$ cat config.mk
export PLATFORM = sky130hd
export DESIGN_NAME = button_conditioner_flat
export DESIGN_NICKNAME = d
export VERILOG_FILES = /design/src/rtl/nixie_pkg.sv /design/src/rtl/button_conditioner_if.sv /design/src/rtl/button_conditioner_channel.sv /design/src/rtl/button_conditioner.sv /design/src/flat_wrapper.sv
export SDC_FILE = /design/constraint.sdc
export NUM_CORES = 1
export LEC_CHECK = 0
export ABC_AREA = 1
export BUFFER_PORTS_ARGS = -buffer_cell sky130_fd_sc_hd__buf_2
export CORE_ASPECT_RATIO = 1.25
export CORE_UTILIZATION = 58
export CTS_BUF_LIST = sky130_fd_sc_hd__clkbuf_16
export DETAILED_ROUTE_END_ITERATION = 6
export GPL_ROUTABILITY_DRIVEN = 1
export HOLD_SLACK_MARGIN = 0.02
export PLACE_DENSITY = 0.85
export SETUP_SLACK_MARGIN = 0.5
export SYNTH_ARGS = -nofsm -noshare
export SYNTH_HDL_FRONTEND = slang
export SYNTH_HIERARCHICAL = 1
export SYNTH_SLANG_ARGS = --single-unit
$ cat constraint.sdc
create_clock -name clk -period 1.51 [get_ports clk]
set_input_delay 0.151 -clock clk [delete_from_list [all_inputs] [get_ports clk]]
set_output_delay 0.151 -clock clk [all_outputs]
set_load 0.03 [all_outputs]
$ cat src/rtl/nixie_pkg.sv
// rtl/nixie_pkg.sv - shared Nixie clock constants, button indices and FSM state type
package nixie_pkg;

  localparam int NUM_BTNS  = 4;
  localparam int BTN_LEFT  = 0;
  localparam int BTN_RIGHT = 1;
  localparam int BTN_UP    = 2;
  localparam int BTN_DOWN  = 3;

  // 100 MHz system clock: 10 ms debounce, 500 ms repeat delay, 100 ms repeat rate
  localparam int unsigned DEFAULT_DEBOUNCE_CYCLES     = 1_000_000;
  localparam int unsigned DEFAULT_REPEAT_DELAY_CYCLES = 50_000_000;
  localparam int unsigned DEFAULT_REPEAT_RATE_CYCLES  = 10_000_000;
  localparam logic [NUM_BTNS-1:0] DEFAULT_REPEAT_MASK = 4'b1100;

  typedef enum logic [1:0] {
    IDLE   = 2'd0,
    HELD   = 2'd1,
    REPEAT = 2'd2
  } btn_state_t;

endpackage

$ cat src/rtl/button_conditioner_if.sv
// rtl/button_conditioner_if.sv - raw button pins in, debounced levels and pulses out
//
// btn_n     : raw active-low pins (0 = left, 1 = right, 2 = up, 3 = down)
// btn_level : debounced pressed level, active-high
// btn_pulse : one-cycle press / auto-repeat pulses, active-high
// master    : board / bench side driving the pins
// slave     : the conditioner
interface button_conditioner_if;
  import nixie_pkg::*;

  logic [NUM_BTNS-1:0] btn_n;
  logic [NUM_BTNS-1:0] btn_level;
  logic [NUM_BTNS-1:0] btn_pulse;

  modport master (output btn_n, input btn_level, input btn_pulse);
  modport slave  (input btn_n, output btn_level, output btn_pulse);

endinterface

$ cat src/rtl/button_conditioner_channel.sv
// rtl/button_conditioner_channel.sv - one button: synchroniser, debounce, press/repeat FSM
//
// clk, rst  : system clock, synchronous active-high reset
// btn_n_i   : raw active-low pin, asynchronous to clk
// level_o   : debounced pressed level
// pulse_o   : registered one-cycle press / repeat pulse
module button_channel
  import nixie_pkg::*;
#(
  parameter int unsigned DEBOUNCE_CYCLES     = DEFAULT_DEBOUNCE_CYCLES,
  parameter int unsigned REPEAT_DELAY_CYCLES = DEFAULT_REPEAT_DELAY_CYCLES,
  parameter int unsigned REPEAT_RATE_CYCLES  = DEFAULT_REPEAT_RATE_CYCLES,
  parameter bit          REPEAT_EN           = 1'b0
) (
  input  logic clk,
  input  logic rst,
  input  logic btn_n_i,
  output logic level_o,
  output logic pulse_o
);

  localparam int unsigned DB_W    = (DEBOUNCE_CYCLES > 1) ? $clog2(DEBOUNCE_CYCLES) : 1;
  localparam int unsigned TMR_MAX = (REPEAT_DELAY_CYCLES > REPEAT_RATE_CYCLES) ?
                                    REPEAT_DELAY_CYCLES : REPEAT_RATE_CYCLES;
  localparam int unsigned TMR_W   = $clog2(TMR_MAX);

  localparam logic [DB_W-1:0]  DB_LAST    = DB_W'(DEBOUNCE_CYCLES - 1);
  localparam logic [TMR_W-1:0] DELAY_LAST = TMR_W'(REPEAT_DELAY_CYCLES - 1);
  localparam logic [TMR_W-1:0] RATE_LAST  = TMR_W'(REPEAT_RATE_CYCLES - 1);

  logic             sync1_q, sync1_d;
  logic             sync2_q, sync2_d;
  logic [DB_W-1:0]  db_cnt_q, db_cnt_d;
  logic             level_q, level_d;
  btn_state_t       state_q, state_d;
  logic [TMR_W-1:0] tmr_q, tmr_d;
  logic             pulse_q, pulse_d;

  logic sync;
  logic rise;
  logic fall;

  assign sync = ~sync2_q;

  // Synchroniser and debounce: any cycle where sync agrees with the level restarts the count
  always_comb begin
    sync1_d  = btn_n_i;
    sync2_d  = sync1_q;
    level_d  = level_q;
    db_cnt_d = '0;
    if (sync != level_q) begin
      if (db_cnt_q == DB_LAST) begin
        level_d = sync;
      end else begin
        db_cnt_d = db_cnt_q + DB_W'(1);
      end
    end
  end

  // Edges are taken from level_d so the press pulse lands on the same edge as the level
  assign rise = level_d & ~level_q;
  assign fall = ~level_d & level_q;

  always_ff @(posedge clk) begin
    if (rst) begin
      sync1_q  <= 1'b1;
      sync2_q  <= 1'b1;
      db_cnt_q <= '0;
      level_q  <= 1'b0;
      state_q  <= IDLE;
      tmr_q    <= '0;
      pulse_q  <= 1'b0;
    end else begin
      sync1_q  <= sync1_d;
      sync2_q  <= sync2_d;
      db_cnt_q <= db_cnt_d;
      level_q  <= level_d;
      state_q  <= state_d;
      tmr_q    <= tmr_d;
      pulse_q  <= pulse_d;
    end
  end

  always_comb begin
    state_d = state_q;
    if (fall) begin
      state_d = IDLE;
    end else begin
      case (state_q)
        IDLE:    if (rise) state_d = HELD;
        HELD:    if (REPEAT_EN && (tmr_q == DELAY_LAST)) state_d = REPEAT;
        REPEAT:  state_d = REPEAT;
        default: state_d = IDLE;
      endcase
    end
  end

  // Release takes priority over a repeat pulse due on the same cycle
  always_comb begin
    pulse_d = 1'b0;
    tmr_d   = tmr_q;
    if (fall) begin
      tmr_d = '0;
    end else begin
      case (state_q)
        IDLE: begin
          tmr_d = '0;
          if (rise) pulse_d = 1'b1;
        end
        HELD: begin
          if (REPEAT_EN) begin
            if (tmr_q == DELAY_LAST) begin
              pulse_d = 1'b1;
              tmr_d   = '0;
            end else begin
              tmr_d = tmr_q + TMR_W'(1);
            end
          end
        end
        REPEAT: begin
          if (tmr_q == RATE_LAST) begin
            pulse_d = 1'b1;
            tmr_d   = '0;
          end else begin
            tmr_d = tmr_q + TMR_W'(1);
          end
        end
        default: tmr_d = '0;
      endcase
    end
  end

  assign level_o = level_q;
  assign pulse_o = pulse_q;

endmodule

$ cat src/rtl/button_conditioner.sv
// rtl/button_conditioner.sv - four-button synchronise / debounce / auto-repeat front end
//
// clk, rst : system clock, synchronous active-high reset
// bus      : slave side of button_conditioner_if (btn_n in, btn_level / btn_pulse out)
module button_conditioner
  import nixie_pkg::*;
#(
  parameter int unsigned         DEBOUNCE_CYCLES     = DEFAULT_DEBOUNCE_CYCLES,
  parameter int unsigned         REPEAT_DELAY_CYCLES = DEFAULT_REPEAT_DELAY_CYCLES,
  parameter int unsigned         REPEAT_RATE_CYCLES  = DEFAULT_REPEAT_RATE_CYCLES,
  parameter logic [NUM_BTNS-1:0] REPEAT_MASK         = DEFAULT_REPEAT_MASK
) (
  input  logic                 clk,
  input  logic                 rst,
  button_conditioner_if.slave  bus
);

  logic [NUM_BTNS-1:0] level_w;
  logic [NUM_BTNS-1:0] pulse_w;

  for (genvar i = 0; i < NUM_BTNS; i++) begin : g_ch
    button_channel #(
      .DEBOUNCE_CYCLES     (DEBOUNCE_CYCLES),
      .REPEAT_DELAY_CYCLES (REPEAT_DELAY_CYCLES),
      .REPEAT_RATE_CYCLES  (REPEAT_RATE_CYCLES),
      .REPEAT_EN           (REPEAT_MASK[i])
    ) u_ch (
      .clk     (clk),
      .rst     (rst),
      .btn_n_i (bus.btn_n[i]),
      .level_o (level_w[i]),
      .pulse_o (pulse_w[i])
    );
  end

  assign bus.btn_level = level_w;
  assign bus.btn_pulse = pulse_w;

endmodule
$ cat src/flat_wrapper.sv
// flat-port wrapper written by rule: the top's interface ports become plain ports
module button_conditioner_flat import nixie_pkg::*;
#(
  parameter int unsigned         DEBOUNCE_CYCLES     = DEFAULT_DEBOUNCE_CYCLES,
  parameter int unsigned         REPEAT_DELAY_CYCLES = DEFAULT_REPEAT_DELAY_CYCLES,
  parameter int unsigned         REPEAT_RATE_CYCLES  = DEFAULT_REPEAT_RATE_CYCLES,
  parameter logic [NUM_BTNS-1:0] REPEAT_MASK         = DEFAULT_REPEAT_MASK
)
  (clk, rst, bus_btn_n, bus_btn_level, bus_btn_pulse);
  button_conditioner_if bus_i ();
  input  logic clk;
  input  logic rst;
  input wire logic [$bits(bus_i.btn_n)-1:0] bus_btn_n;
  output wire logic [$bits(bus_i.btn_level)-1:0] bus_btn_level;
  output wire logic [$bits(bus_i.btn_pulse)-1:0] bus_btn_pulse;
  assign bus_i.btn_n = bus_btn_n;
  assign bus_btn_level = bus_i.btn_level;
  assign bus_btn_pulse = bus_i.btn_pulse;
  button_conditioner #(.DEBOUNCE_CYCLES(DEBOUNCE_CYCLES), .REPEAT_DELAY_CYCLES(REPEAT_DELAY_CYCLES), .REPEAT_RATE_CYCLES(REPEAT_RATE_CYCLES), .REPEAT_MASK(REPEAT_MASK)) u_core (.clk(clk), .rst(rst), .bus(bus_i));
endmodule
==> impl_metrics.env, run 1 <==
export IMPL_outcome="stopped before the end"
export IMPL_stop_stage="global routing"
export IMPL_error="[ERROR GRT-0232] Routing congestion too high. Check the congestion heatmap in the GUI."
export IMPL_yosysWarnings=6
export IMPL_crit_endpoint="u_core/g_ch[2].u_ch/tmr_q[5]$_SDFF_PP0_/D"
export IMPL_hpwlAfterDp_um=21200
export IMPL_rows=58
export IMPL_synth_distinct_cells=46
export IMPL_start_util=0.596
export IMPL_seq_area_frac_synth=0.345
export IMPL_synth_top_area_frac=0.345
export IMPL_cts_num_sinks=208
export IMPL_die_x_um=131
export IMPL_synth_seq_cells=208
export IMPL_synth_edf_count=0
export IMPL_port_buffers=13
export IMPL_syn_nets=1750
export IMPL_place_area_mm2=0.0138
export IMPL_yosys_top_cells_area="dfxtp_1, nand2_1, nor2_1"
export IMPL_grt_max_degree=21
export IMPL_synth_area_mm2=0.0121
export IMPL_htree_levels=1
export IMPL_grt_util_all_layers=0.694
export IMPL_place_congestion=0.964
export IMPL_overflow=61
export IMPL_netlist_instances=1728
export IMPL_ys_async_sr_fraction=0
export IMPL_worstEpCategory="sequential cell input"
export IMPL_pin_count=14
export IMPL_synthFlopType="dfxtp_1"
export IMPL_die_y_um=163
export IMPL_synth_top_area_cell="dfxtp_1"
export IMPL_cts_max_path_buffers=3
export IMPL_syn_area_per_cell_um2=6.98
export IMPL_cts_made_buffers=23
export IMPL_cts_root_buf="clkbuf_16"
export IMPL_dp_worst_setup_slack_ps=-60.0
## stage by stage
stage	std cells	hold slack, ps
2_1_floorplan	1728	213
3_3_place_gp	2085	333
3_5_place_dp	2085	341
4_1_cts	2237	61.4
## layer usage
layer,overflow,global-route usage
met5,0,0.0907
met4,23,0.732
met3,1,0.494
met2,37,0.886
met1,0,0.693
## synth_stat cells (all sizes together), types with 2 or more instances
cell type    n
o21ai       31
and2         5
nand2      450
buf         16
o22ai        4
nand3      118
nand3b      10
o21bai       2
xor2        49
dfxtp      208
nor3b       18
a22oi        2
or2         25
nor3       115
a31oi        4
nand4       55
ha          16
xnor2       14
inv        204
clkbuf       6
a21oi       75
nor2       298
## timing repair
action | in CTS
hold buffers | 5
pin swaps | 111
buffers inserted | 89
resized for setup | 287
endpoints found under the setup margin | 208
gates cloned | 17
endpoints found under the hold margin | 6
## kinds of logic after synthesis
family	after synthesis	share of synthesized area
xor gates and xnor gates	63	0.0457
DFF	208	0.345
buffers and inverters	227	0.0830
adders and majority gates	16	0.0166
AOI/OAI and AO/OA	120	0.0528
and+or+nand+nor	1094	0.457
==> inputs of run 2 (changes only) <==
Settings changed: CORE_ASPECT_RATIO 1.25 to default, CORE_UTILIZATION 58 to 40, CTS_BUF_LIST sky130_fd_sc_hd__clkbuf_16 to default, HOLD_SLACK_MARGIN 0.02 to default, PLACE_DENSITY 0.85 to default, PLACE_DENSITY_LB_ADDON from default to 0.15, SETUP_SLACK_MARGIN 0.5 to default.
Clock period 1.51 ns to 2 ns, I/O delays scaled along.
==> run 2 against run 1 <==
The flow now finishes without violations. Synthesized cell count unchanged. Area after synthesis unchanged.
==> impl_metrics.env, run 2 <==
export IMPL_synth_seq_cells=208
export IMPL_final_common_cell="nand2_1"
export IMPL_cts_max_path_buffers=3
export IMPL_antenna_found_initial=0
export IMPL_yosysMostFrequentCell="nand2_1"
export IMPL_vias_per_cell=4.88
export IMPL_syn_to_final_growth_pct=10.3
export IMPL_drc=0
export IMPL_powerDensity_mw_per_mm2=642
export IMPL_routed_wl_um=26700
export IMPL_die_y_um=176
export IMPL_ant_nets=0
export IMPL_die_x_um=176
export IMPL_multiInputGateArea_mm2=0.00690
export IMPL_fin_nets=1785
export IMPL_vdd_drop_max_uv=615
export IMPL_largestRegisters="u_core/g_ch.u_ch/tmr_q x104, u_core/g_ch.u_ch/db_cnt_q x80, u_core/g_ch.u_ch/state_q x8"
export IMPL_startpoint="u_core/g_ch[3].u_ch/tmr_q[0]$_SDFF_PP0_"
export IMPL_netlist_instances=1728
export IMPL_worstMarginPinSlew_ps=450
export IMPL_num_vias=10600
export IMPL_yosysWarnings=6
export IMPL_finalMaxSlewViolations=0
export IMPL_regMostFlops="u_core/g_ch.u_ch/tmr_q"
export IMPL_drt_iter0_markers=646
export IMPL_port_buffers=13
export IMPL_cts_resized=0
export IMPL_fmax_ghz=0.573
export IMPL_power_uw=8540
export IMPL_slew_headroom=0.700
export IMPL_worstReg2RegStart="u_core/g_ch[3].u_ch/tmr_q[0]$_SDFF_PP0_"
export IMPL_hold_class="input port to register"
export IMPL_hpwlAfterDp_um=19800
export IMPL_syn_nets=1750
export IMPL_place_area_mm2=0.0125
export IMPL_cp_max_fo=26
export IMPL_cts_root_buf="clkbuf_16"
export IMPL_place_congestion=0.919
export IMPL_finalInstanceArea_mm2=0.0133
export IMPL_grt_util_all_layers=0.177
export IMPL_timing_setup_tns_ps=0
export IMPL_pin_count=14
export IMPL_synth_area_mm2=0.0121
export IMPL_hp_start="rst"
export IMPL_cts_tree="built"
export IMPL_finalHoldViolCount=0
export IMPL_synth_top_area_cell="dfxtp_1"
export IMPL_finalCritPeriodShare=0.873
export IMPL_largest_register_ff_count=104
export IMPL_synth_edf_count=0
export IMPL_die_area_mm2=0.0309
export IMPL_syn_area_per_cell_um2=6.98
export IMPL_skew_ps=11.5
export IMPL_overflow=0
export IMPL_firstDrtPassIters=5
export IMPL_seqCellArea_mm2=0.00416
export IMPL_dp_worst_setup_slack_ps=241
export IMPL_critPathKind="register to register"
export IMPL_finalWorstSetupSlack_ps=255
export IMPL_yosys_top_cells_area="dfxtp_1, nand2_1, nor2_1"
export IMPL_grt_max_degree=29
export IMPL_htree_levels=1
export IMPL_clk_latency_ps=530
export IMPL_min_period_ps=1750
export IMPL_ys_async_sr_fraction=0
export IMPL_final_setup_viol_count=0
export IMPL_grt_pass1_wl_um=46400
export IMPL_worst_ep_arrival_time_ps=2140
export IMPL_required_ps=2400
export IMPL_rows=63
export IMPL_synth_distinct_cells=46
export IMPL_clkTransAtPathRegs_ps=60
export IMPL_hold_depth=2
export IMPL_p_leak_uw=0.00432
export IMPL_layout_drive_gt1_share=0.162
export IMPL_whs_ps=117
export IMPL_layout_common_cells="nand2_1, nor2_1, dfxtp_1, inv_1, nand3_1"
export IMPL_synthFlopType="dfxtp_1"
export IMPL_cts_num_sinks=208
export IMPL_outcome="complete, no violations"
export IMPL_crit_path_end_kind="register"
export IMPL_start_kind="register"
export IMPL_synthTopCellsByCount="nand2_1, nor2_1, dfxtp_1, inv_1, nand3_1"
export IMPL_cts_made_buffers=25
export IMPL_coreArea_mm2=0.0296
export IMPL_wl_per_cell_um=12.3
export IMPL_rsz0062_at_grt="false"
export IMPL_reg2reg_depth=10
export IMPL_cap_violations=0
export IMPL_fillers=3092
export IMPL_seq_area_frac_synth=0.345
export IMPL_grt_pass1_vias=10000
export IMPL_synth_top_area_frac=0.345
export IMPL_start_util=0.407
==> run 2: cells by family (layout without fill, tap and decap cells) <==
logic type | count (synthesis) | count (layout) | share of synthesized area
AOI/OAI and AO/OA | 120 | 120 | 0.0528
xor gates and xnor gates | 63 | 63 | 0.0457
adders and majority gates | 16 | 16 | 0.0166
buffers and inverters | 227 | 276 | 0.0830
DFF | 208 | 208 | 0.345
other | 0 | 1 | 0
and+or+nand+nor | 1094 | 1094 | 0.457
==> run 2: stage by stage <==
| stage | utilization | std cells |
|---|---|---|
| 2_1_floorplan | - | 1728 |
| 4_1_cts | 0.449 | 2167 |
| 3_5_place_dp | 0.422 | 2122 |
| 3_3_place_gp | 0.422 | 2122 |
| 6_report | 0.449 | 2168 |
| 5_1_grt | 0.449 | 2167 |
==> run 2: layer usage <==
layer  up-vias  global-route usage  wire, um
met4         0              0.0514       594
met1      4773               0.240     13100
met3        46              0.0219       988
li1       5622                   -         -
met2       143               0.294     12000
met5         -                   0         0
==> run 2: final cells by class <==
class	count	area share
Clock buffer	35	0.0528
Timing Repair Buffer	30	0.0162
Antenna cell	1	0.000188
Sequential cell	208	0.313
Clock inverter	6	0.00461
Inverter	205	0.0578
Multi-Input combinational cell	1293	0.519
Tap cell	390	0.0367
==> run 2: critical path: stages (launching register included) <==
cell     delay [ps]
dfxtp_1         360
ha_1            210
nand2_1          90
nor2_2          170
nand3_2         120
nor2_2          160
nand2_2          70
nand2_4          80
nand2_4          70
nand2_8         210
nor3_1           70
==> run 2: where the power goes <==
part	total, uW	switching (uW)	internal, uW
logic	120	84.3	35.5
clock network	4260	1710	2550
registers	4160	6.93	4160
total	8540	1800	6740
==> run 2: repair_timing <==
| action | in CTS | in global routing |
|---|---|---|
| buffers inserted | 0 | 0 |
| hold buffers | 4 | 0 |
| hold endpoints to repair | 4 | 0 |
==> run 2: path summary, 6_finish.rpt <==
path                                                           endpoint  slack, ps
worst max-delay path            u_core/g_ch[3].u_ch/tmr_q[7]$_SDFF_PP0_        250
worst min-delay path             u_core/g_ch[3].u_ch/level_o$_SDFF_PP0_        120
worst max register to register  u_core/g_ch[3].u_ch/tmr_q[7]$_SDFF_PP0_        250
worst min register to register   u_core/g_ch[1].u_ch/sync2_q$_SDFF_PP1_        400
(Power assumes the default switching activity.)
